File: config.mk
export PLATFORM = sky130hd
export DESIGN_NAME = adc_capture_bank
export DESIGN_NICKNAME = d
export VERILOG_FILES = /design/src/rtl/adc_cap_pkg.sv /design/src/rtl/adc_capture_chan.sv /design/src/rtl/adc_capture_bank.sv
export SDC_FILE = /design/constraint.sdc
export NUM_CORES = 1
export LEC_CHECK = 0
export CORE_ASPECT_RATIO = 0.7
export CORE_UTILIZATION = 39
export DETAILED_ROUTE_END_ITERATION = 8
export GPL_ROUTABILITY_DRIVEN = 0
export PLACE_DENSITY = 0.59
export REMOVE_ABC_BUFFERS = 1
export SLEW_MARGIN = 40
export SYNTH_ARGS = -nofsm -noshare
export SYNTH_HDL_FRONTEND = slang
export SYNTH_SLANG_ARGS = --single-unit
File: constraint.sdc
create_clock -name clk -period 4.5 [get_ports clk]
set_clock_uncertainty 0.1 [all_clocks]
set_input_delay 0.675 -clock clk [delete_from_list [all_inputs] [get_ports clk]]
set_output_delay 0.675 -clock clk [all_outputs]
set_load 0.02 [all_outputs]
File: src/rtl/adc_cap_pkg.sv
// Shared constants and helpers for the ADC serial capture bank.
package adc_cap_pkg;

    // Default bank geometry for the SAR front end.
    localparam int DEF_NUM_CH = 8;
    localparam int DEF_DATA_W = 10;

    // Bit-order selector for the serial stream.
    typedef enum logic {
        ORDER_LSB_FIRST = 1'b0,
        ORDER_MSB_FIRST = 1'b1
    } bit_order_e;

    // Width of a bit counter that must reach dw-1. Never narrower than one bit.
    function automatic int cnt_w(input int dw);
        return (dw <= 2) ? 1 : $clog2(dw);
    endfunction

endpackage

File: src/rtl/adc_capture_chan.sv
// One capture channel: serial shift register, bit counter, holding register
// with valid/ack handshake and sticky overrun flag.
module adc_capture_chan
    import adc_cap_pkg::*;
#(
    parameter int DATA_W    = DEF_DATA_W,
    parameter bit MSB_FIRST = 1'b1
) (
    input  logic              clk,
    input  logic              rst_n,
    input  logic              adc_bit,
    input  logic              en,
    input  logic              restart,
    input  logic              ack,
    input  logic              ovr_clr,
    output logic [DATA_W-1:0] data,
    output logic              valid,
    output logic              overrun,
    output logic              busy
);

    localparam int              CNT_W = cnt_w(DATA_W);
    localparam logic [CNT_W-1:0] LAST = CNT_W'(DATA_W - 1);

    logic [DATA_W-1:0] sh;
    logic [DATA_W-1:0] sh_next;
    logic [CNT_W-1:0]  cnt;
    logic              shift;
    logic              complete;

    // Restart outranks the shift enable, so a restart cycle never samples adc_bit.
    assign shift    = en && !restart;
    assign complete = shift && (cnt == LAST);

    // The completed word includes the bit arriving on this cycle.
    if (MSB_FIRST) begin : g_msb
        assign sh_next = {sh[DATA_W-2:0], adc_bit};
    end else begin : g_lsb
        assign sh_next = {adc_bit, sh[DATA_W-1:1]};
    end

    // Shift register and bit counter; both return to zero on restart or completion.
    always_ff @(posedge clk) begin
        if (!rst_n) begin
            sh  <= '0;
            cnt <= '0;
        end else if (restart) begin
            sh  <= '0;
            cnt <= '0;
        end else if (shift) begin
            if (cnt == LAST) begin
                sh  <= '0;
                cnt <= '0;
            end else begin
                sh  <= sh_next;
                cnt <= cnt + 1'b1;
            end
        end
    end

    // Holding register loads only on completion, independent of restart activity.
    always_ff @(posedge clk) begin
        if (!rst_n) begin
            data <= '0;
        end else if (complete) begin
            data <= sh_next;
        end
    end

    // Valid: completion wins over ack so a same-cycle ack never drops a fresh word.
    always_ff @(posedge clk) begin
        if (!rst_n) begin
            valid <= 1'b0;
        end else if (complete) begin
            valid <= 1'b1;
        end else if (ack) begin
            valid <= 1'b0;
        end
    end

    // Sticky overrun: a word lost to overwrite is flagged; setting beats clearing.
    always_ff @(posedge clk) begin
        if (!rst_n) begin
            overrun <= 1'b0;
        end else if (complete && valid && !ack) begin
            overrun <= 1'b1;
        end else if (ovr_clr) begin
            overrun <= 1'b0;
        end
    end

    assign busy = (cnt != '0);

endmodule

File: src/rtl/adc_capture_bank.sv
// Bank of independent serial-to-parallel capture channels sharing one ADC bit line.
module adc_capture_bank
    import adc_cap_pkg::*;
#(
    parameter int NUM_CH    = DEF_NUM_CH,
    parameter int DATA_W    = DEF_DATA_W,
    parameter bit MSB_FIRST = 1'b1
) (
    input  logic                     clk,
    input  logic                     rst_n,
    input  logic                     adc_bit,
    input  logic [NUM_CH-1:0]        ch_en,
    input  logic [NUM_CH-1:0]        ch_restart,
    input  logic [NUM_CH-1:0]        ack,
    input  logic [NUM_CH-1:0]        ovr_clr,
    output logic [NUM_CH*DATA_W-1:0] data,
    output logic [NUM_CH-1:0]        valid,
    output logic [NUM_CH-1:0]        overrun,
    output logic [NUM_CH-1:0]        busy
);

    // Every channel sees the same adc_bit; ch_en selects which ones sample it.
    for (genvar i = 0; i < NUM_CH; i++) begin : g_chan
        adc_capture_chan #(
            .DATA_W    (DATA_W),
            .MSB_FIRST (MSB_FIRST)
        ) u_chan (
            .clk     (clk),
            .rst_n   (rst_n),
            .adc_bit (adc_bit),
            .en      (ch_en[i]),
            .restart (ch_restart[i]),
            .ack     (ack[i]),
            .ovr_clr (ovr_clr[i]),
            .data    (data[i*DATA_W +: DATA_W]),
            .valid   (valid[i]),
            .overrun (overrun[i]),
            .busy    (busy[i])
        );
    end

endmodule

# After elaboration in Yosys (flattened, before gate mapping)
# Cells that the tools add are included.
dict set report word_totals {
  inputBits 35
  out_inout_bits 104
  ff_bits 200
}
dict set report classes {
  n_addsub 8
  n_bitwise 1
  mux 48
  n_reduce_logical 80
  n_eq_ne 8
}
# operator count
set ops {}
lappend ops {{two-way mux 9 bit} 8}
lappend ops {{adder 4 x 1 -> 4 bit (second input constant)} 8}
lappend ops {{equality test 4 bit (second input constant)} 8}
lappend ops {{logical AND 1 bit} 32}
lappend ops {{two-way mux 1 bit} 32}
lappend ops {{two-way mux 4 bit} 8}
lappend ops {{nonzero test 2 bit} 16}
lappend ops {{nonzero test 4 bit} 8}
lappend ops {{logical NOT 1 bit} 16}
lappend ops {{OR reduction 2 bit} 8}
lappend ops {{inverter 1 bit} 1}

# Depth between registers and ports, before layout
# Gate-level depths: netlist of the first run.
dict set report depth {
  depth_word 6
  ltp_mapped 5
  ltp_nobuf 3
}

# Hierarchy
# From an unflattened synthesis of the first run, not the netlist that was laid out.
dict set report unflattened {
  hier_cells 872
  area_unflattened_um2 8167.8
}
# mod cells_per_inst area_per_inst_um2 seq_area_each_um2 instances
set by_module_without_submodules {}
lappend by_module_without_submodules {adc_capture_chan 109 1021.0 500.5 8}

# Least setup slack after synthesis of the first run
# Ideal clock, no wire load.
dict set report synth_timing {
  path_kind {register -> output}
  from {reg g_chan[0].u_chan.cnt[1]}
  to {out busy[0]}
  path_slack_ps 2558
  path_stages_with_launch 4
  t_arrival_ps 1167
  required_time_ps 3725
  cell_sequence {dfxtp_1 buf_6 or4_2 buf_4}
}
dict set report synth_via {
  elab_chain_len 1
}
# item line
set synth_lines {}
lappend synth_lines {{from (decl)} adc_capture_chan.sv:27} ;# logic [CNT_W-1:0] cnt;
lappend synth_lines {{from (signal assigned)} adc_capture_chan.sv:56} ;# cnt <= cnt + 1'b1;
lappend synth_lines {{nonzero test 4 bit} adc_capture_chan.sv:92} ;# assign busy = (cnt != '0);
lappend synth_lines {{to (decl)} adc_capture_bank.sv:19} ;# output logic [NUM_CH-1:0] busy
# No other way between the ends.

# Final worst setup path of the first run
# Same ends and word-level chain as after synthesis.

==> flow_summary.ini, run 1 <==
[cts]
clock-sinks = 200
cts_resized = 0
clk_latency_ps = 430
cts_hold_buffers = 0
cts-buffers-inserted = 17
htree_levels = 4
root_buffer = clkbuf_16
cts_tree = built
cts.path.max_buffers = 2
cts_setup_buffers = 0
path_clk_slew_ps = 80

[hold_path]
holdCritPathClass = reg2reg

[die]
die_w_um = 177
start_util_pct = 40.0
die_area_mm2 = 0.0219
top_level_ports = 139
rows = 44
core_area_mm2 = 0.0208
chipHeight_um = 124

[power]
power.internal_w = 0.00270
p_per_area_mw_per_mm2 = 341
pwr-share-seq_pct = 51.3
p_leak_nw = 3.55
switching_share_pct = 22.5
switchingPower_w = 0.000782
pwr-share-comb_pct = 4.6
ir_drop_mv = 0.249
power_frac_clock_pct = 44.1

[setup_path]
end_kind = output port
arrival_ps = 2010
start_kind = flop
crit_fanout = 9
crit_type = reg2out
worstPathRequired_ps = 3720

[drt]
routed_wl_um = 18700
drt-initial-drc-count = 345
vias = 6399
drt_pre_antenna_iters = 5
ant_nets = 0
viasPerCell = 5.08
route.detailed.drc = 0
wire_per_inst_um = 14.8

[yosys]
synthSimpleGateAreaFrac_pct = 19.1
ys.warnings.count = 0
synth-edff-count = 0
synth_xor_xnor_area_share_pct = 1.05
synthMuxAreaShare_pct = 8.66
yosysSeqAreaShare_pct = 48.1
avgSynthCellArea_um2 = 9.26
synthDistinctLibCells = 45
synth_cells = 899
synth_top_family_by_area = simple AND/OR/NAND/NOR gates
synth_compound_area_share_pct = 16.5
syn_area_mm2 = 0.00833
synth_ff_type = dfxtp_1
synthAdderAreaFrac_pct = 0
ys_async_sr_fraction_pct = 0
synth_seq_cells = 200

[sta]
fmaxAchievable_mhz = 360
worstMarginPinSlew_ps = 784
period_minus_slack_ps = 2780
slew_headroom_pct = 47.5
finalSetupTns_ps = 0
slew_violations = 0
holdWs_ps = 369
post-route-period-util_pct = 61.8
finalHoldViolCount = 0
setup_viol = 0
grt_setup_unrepaired = false

[layout]
final_core_util_pct = 49.0
drive_gt1_share_pct = 5.49
final_nets = 1005
area_growth_pct = 22.5

[global_routing]
grtUsageMet1_pct = 26.7
grt_max_degree = 34
grt_usage_pct = 17.2
grt.met2_usage_pct = 22.5
grt_pass1_wl_um = 30600
grt.met3_usage_pct = 5.07
antenna_found_initial = 1
grt-ovfl-total = 0
busiest_layer = met1
grt_pass1_vias = 5824

[run_status]
status = finished clean

[run]
drv_cap = 0

[place]
io_buffers = 138
dp_hpwl_um = 12400
## area by class of cell
type / instances / area (um2)
Antenna cell: 1 / 2.50
Fill cell: 2010 / 10600
Sequential cell: 200 / 4000
Tap cell: 276 / 345
Clock buffer: 20 / 447
Timing Repair Buffer: 145 / 1420
Multi-Input combinational cell: 593 / 3790
Inverter: 13 / 48.8
Clock inverter: 12 / 139
## kinds of logic after synthesis
family	count (synthesis)
AND/OR/NAND/NOR	289
AO/OA/AOI/OAI	222
flip-flops	200
XOR/XNOR	10
buffers and inverters	106
multiplexers	72
## through the flow
step	total power, W	instances	instance area [um2]	setup WS, ps
final	0.00348	1260	10200	1720
after global routing	0.00362	1259	10200	1640
after detailed placement	0.00199	1227	9610	1490
after global placement	0.00199	1227	9600	1520
after floorplan	0.00189	806	7830	2570
after CTS	0.00354	1259	10200	1700
## registers in the layout, indices dropped and copies added (netlist names)
signal	count
g_chan.u_chan.overrun	8
g_chan.u_chan.sh	72
g_chan.u_chan.valid	8
g_chan.u_chan.data	80
g_chan.u_chan.cnt	32
## power by group through the flow
stage	Combinational, W	Sequential (W)	Clock, W
global placement	0.000162	0.00183	0
finish	0.000161	0.00178	0.00153
global route	0.000174	0.00179	0.00166
detailed placement	0.000162	0.00183	0
floorplan	0.0000716	0.00182	0
CTS	0.000162	0.00178	0.00159
## final timing paths
path	depth (start not counted)	to	startpoint	slack, ps
hold reg to reg	2	g_chan[6].u_chan.data[9]	g_chan[6].u_chan.sh[8]	370
hold / removal	2	g_chan[6].u_chan.data[9]	g_chan[6].u_chan.sh[8]	370
setup / recovery	2	busy[0]	g_chan[0].u_chan.cnt[1]	1720
setup reg to reg	3	g_chan[1].u_chan.sh[2]	g_chan[1].u_chan.cnt[1]	2700
## worst max-delay path: stages (launching register included)
cell and delay [ps]:
dfxtp_1 380, or4_2 630, clkdlybuf4s50_1 560
## cells in the mapped netlist (2+ instances only)
cell | instances | area [um2]
nand2b_1 | 10 | 62.6
o21ai_1 | 10 | 50.1
and2b_2 | 2 | 17.5
a21oi_1 | 19 | 95.1
and3b_1 | 7 | 61.3
buf_2 | 26 | 130
or3b_1 | 6 | 52.6
clkbuf_2 | 6 | 30.0
xnor2_1 | 9 | 78.8
or3_1 | 13 | 81.3
nand4b_1 | 8 | 70.1
a31oi_1 | 7 | 43.8
nor4_1 | 2 | 12.5
a21o_1 | 8 | 60.1
nand3_1 | 80 | 400
a32oi_1 | 4 | 35.0
nor2_1 | 82 | 308
o22ai_1 | 2 | 12.5
inv_1 | 13 | 48.8
nor3b_1 | 4 | 30.0
o21ai_0 | 85 | 425
nor2b_1 | 27 | 169
nand3b_1 | 8 | 60.1
a21boi_0 | 66 | 495
clkbuf_1 | 34 | 128
or2b_2 | 2 | 17.5
dfxtp_1 | 200 | 4000
buf_6 | 2 | 22.5
a21boi_1 | 18 | 135
mux2i_1 | 72 | 721
and2_1 | 3 | 18.8
nand2_1 | 17 | 63.8
buf_4 | 24 | 180
or3_2 | 2 | 15.0
nor3b_2 | 3 | 37.5
o21a_1 | 2 | 15.0
or4_1 | 7 | 52.6
or4_2 | 2 | 17.5
## placed cells by master (no fill, tap or decap), types with 8 or more instances in the layout
cell type / n
nor2b_1: 27
nand4b_1: 8
o21ai_0: 85
nand2b_1: 10
clkdlybuf4s50_1: 136
a21boi_1: 18
mux2i_1: 72
a21oi_1: 19
or3_1: 13
dfxtp_1: 200
a21boi_0: 66
nand3b_1: 8
nor2_1: 82
inv_1: 13
nand3_1: 80
a21o_1: 8
o21ai_1: 10
clkbuf_16: 17
xnor2_1: 9
nand2_1: 17
## layer usage
| layer | part of all wire [%] | vias up | wire length, um |
|---|---|---|---|
| met4 | 0.95 | 0 | 177 |
| li1 | - | 3277 | - |
| met5 | 0 | - | 0 |
| met1 | 56 | 2984 | 10400 |
| met2 | 38 | 126 | 7090 |
| met3 | 5.3 | 12 | 997 |
(Power assumes the default switching activity.)
==> run 2, diff against run 1 <==
Clock period 4.5 ns to 2.7 ns, I/O delays scaled along.
==> run 2 against run 1 <==
Effect of this change:
- count of clock-buffer cells in the layout increased by 1
- final cell count increased by 1.9%
- first-iteration DRC count increased by 27%
- flip-flop and latch count unchanged
- die area unchanged
- non-clock buffer count increased by 24
- combinational power increased by 76%
- global-route usage about the same
- largest cell class unchanged
==> flow_summary.ini, run 2 (synthesis results as in run 1) <==
[sta]
finalSetupTns_ps = 0
post-route-period-util_pct = 92.9
finalWorstSetupSlack_ps = 191
finalHoldViolCount = 0
fmaxAchievable_mhz = 399
slew_violations = 0
slew_headroom_pct = 50.0
grt_setup_unrepaired = false
period_minus_slack_ps = 2510
worstMarginPinSlew_ps = 750
setup_viol = 0

[power]
pwr-share-comb_pct = 5.0
pwr-share-seq_pct = 52.8
power.internal_w = 0.00430
p_leak_nw = 3.63
p_per_area_mw_per_mm2 = 545
switchingPower_w = 0.00133
finalPower_w = 0.00563
ir_drop_mv = 0.425
switching_share_pct = 23.6
power_frac_clock_pct = 42.1

[cts]
root_buffer = clkbuf_16
cts-buffers-inserted = 17
cts_setup_buffers = 0
cts_resized = 0
htree_levels = 4
path_clk_slew_ps = 80
clk_latency_ps = 430
clock-sinks = 200
cts_tree = built
cts_hold_buffers = 0
cts.path.max_buffers = 2

[die]
die_w_um = 177
start_util_pct = 40.0
die_area_mm2 = 0.0219
chipHeight_um = 124
core_area_mm2 = 0.0208
rows = 44
top_level_ports = 139

[layout]
layout_commonest_cell = dfxtp_1
reg.largest.list = g_chan.u_chan.data (80), g_chan.u_chan.sh (72), g_chan.u_chan.cnt (32)
regMostFlops = g_chan.u_chan.data
final_nets = 1029
nFillCells = 2010
area_growth_pct = 24.0
ff_latch_area_mm2 = 0.00400
largest_reg_flops = 80
final_cell_mix = dfxtp_1, clkdlybuf4s50_1, o21ai_0
multi_input_area_mm2 = 0.00378
fin_cells = 1284
drive_gt1_share_pct = 7.25

[global_routing]
grt_usage_pct = 17.2
antenna_found_initial = 0
grt-ovfl-total = 0
grt_pass1_vias = 5872
grt_max_degree = 31
grt_pass1_wl_um = 30700

[drt]
viasPerCell = 5.04
route.detailed.drc = 0
drt_pre_antenna_iters = 5
vias = 6473
ant_nets = 0
wire_per_inst_um = 14.7
drt-initial-drc-count = 438
routed_wl_um = 18800

[setup_path]
crit_fanout = 9
arrival_ps = 2000
start_kind = flop
worstPathRequired_ps = 2190
end_kind = output port
crit_type = reg2out

[run]
drv_cap = 0

[place]
dp_hpwl_um = 12700
io_buffers = 138
post-place-ws_ps = 472
place_inst = 1251

[run_status]
status = finished clean

[hold_path]
holdCritPathClass = reg2reg
run 2: changes by cell type in the layout (fill, tap and decap cells not counted), sizes merged:
cell	delta
clkdlybuf4s50	+1
buf	+23
clkbuf	+1
clkinvlp	+2
bufinv	-2
clkinv	+1
inv	-2
run 2: routing by layer:
| metal | global-route usage [%] | up-vias | wire length (um) |
|---|---|---|---|
| met5 | 0 | - | 0 |
| met4 | 4.11 | 0 | 124 |
| met3 | 4.67 | 10 | 1020 |
| met2 | 22.8 | 136 | 7380 |
| met1 | 26.8 | 3023 | 10300 |
| li1 | - | 3304 | - |
run 2: worst paths after layout:
check / startpoint / end / slack, ps / cells after the start
worst max-delay path: g_chan[5].u_chan.cnt[1] / busy[5] / 190 / 2
worst min-delay path: g_chan[1].u_chan.sh[8] / g_chan[1].u_chan.data[9] / 370 / 2
worst min register to register: g_chan[1].u_chan.sh[8] / g_chan[1].u_chan.data[9] / 370 / 2
worst max register to register: g_chan[0].u_chan.cnt[0] / g_chan[0].u_chan.cnt[1] / 980 / 3
run 2: critical path: stages, from the launching register on:
cell	delay, ps
dfxtp_1	390
or4_2	640
clkdlybuf4s50_1	560
run 2: cell type report:
| cell class | instances | area share [%] |
|---|---|---|
| well taps | 276 | 3.35 |
| inverters | 13 | 0.473 |
| diodes | 1 | 0.0242 |
| clock buffers | 21 | 4.27 |
| multi-input cells | 593 | 36.6 |
| flip-flops and latches | 200 | 38.8 |
| repair buffers | 169 | 15.6 |
| clock inverters | 11 | 0.921 |
run 2: metrics by stage:
step / utilization, % / hold WS, ps / cell area (um2)
final: 49.6 / 366 / 10300
after floorplan: - / 342 / 7830
after global placement: 47.0 / 361 / 9780
after global routing: 49.6 / 389 / 10300
after CTS: 49.6 / 374 / 10300
after detailed placement: 47.0 / 363 / 9780
run 2: power groups by stage:
stage / logic (W) / clock network (W) / registers, W
after floorplan: 0.000119 / 0 / 0.00304
after global placement: 0.000284 / 0 / 0.00304
after detailed placement: 0.000284 / 0 / 0.00304
after CTS: 0.000285 / 0.00244 / 0.00297
after global routing: 0.000305 / 0.00256 / 0.00298
final: 0.000283 / 0.00237 / 0.00297
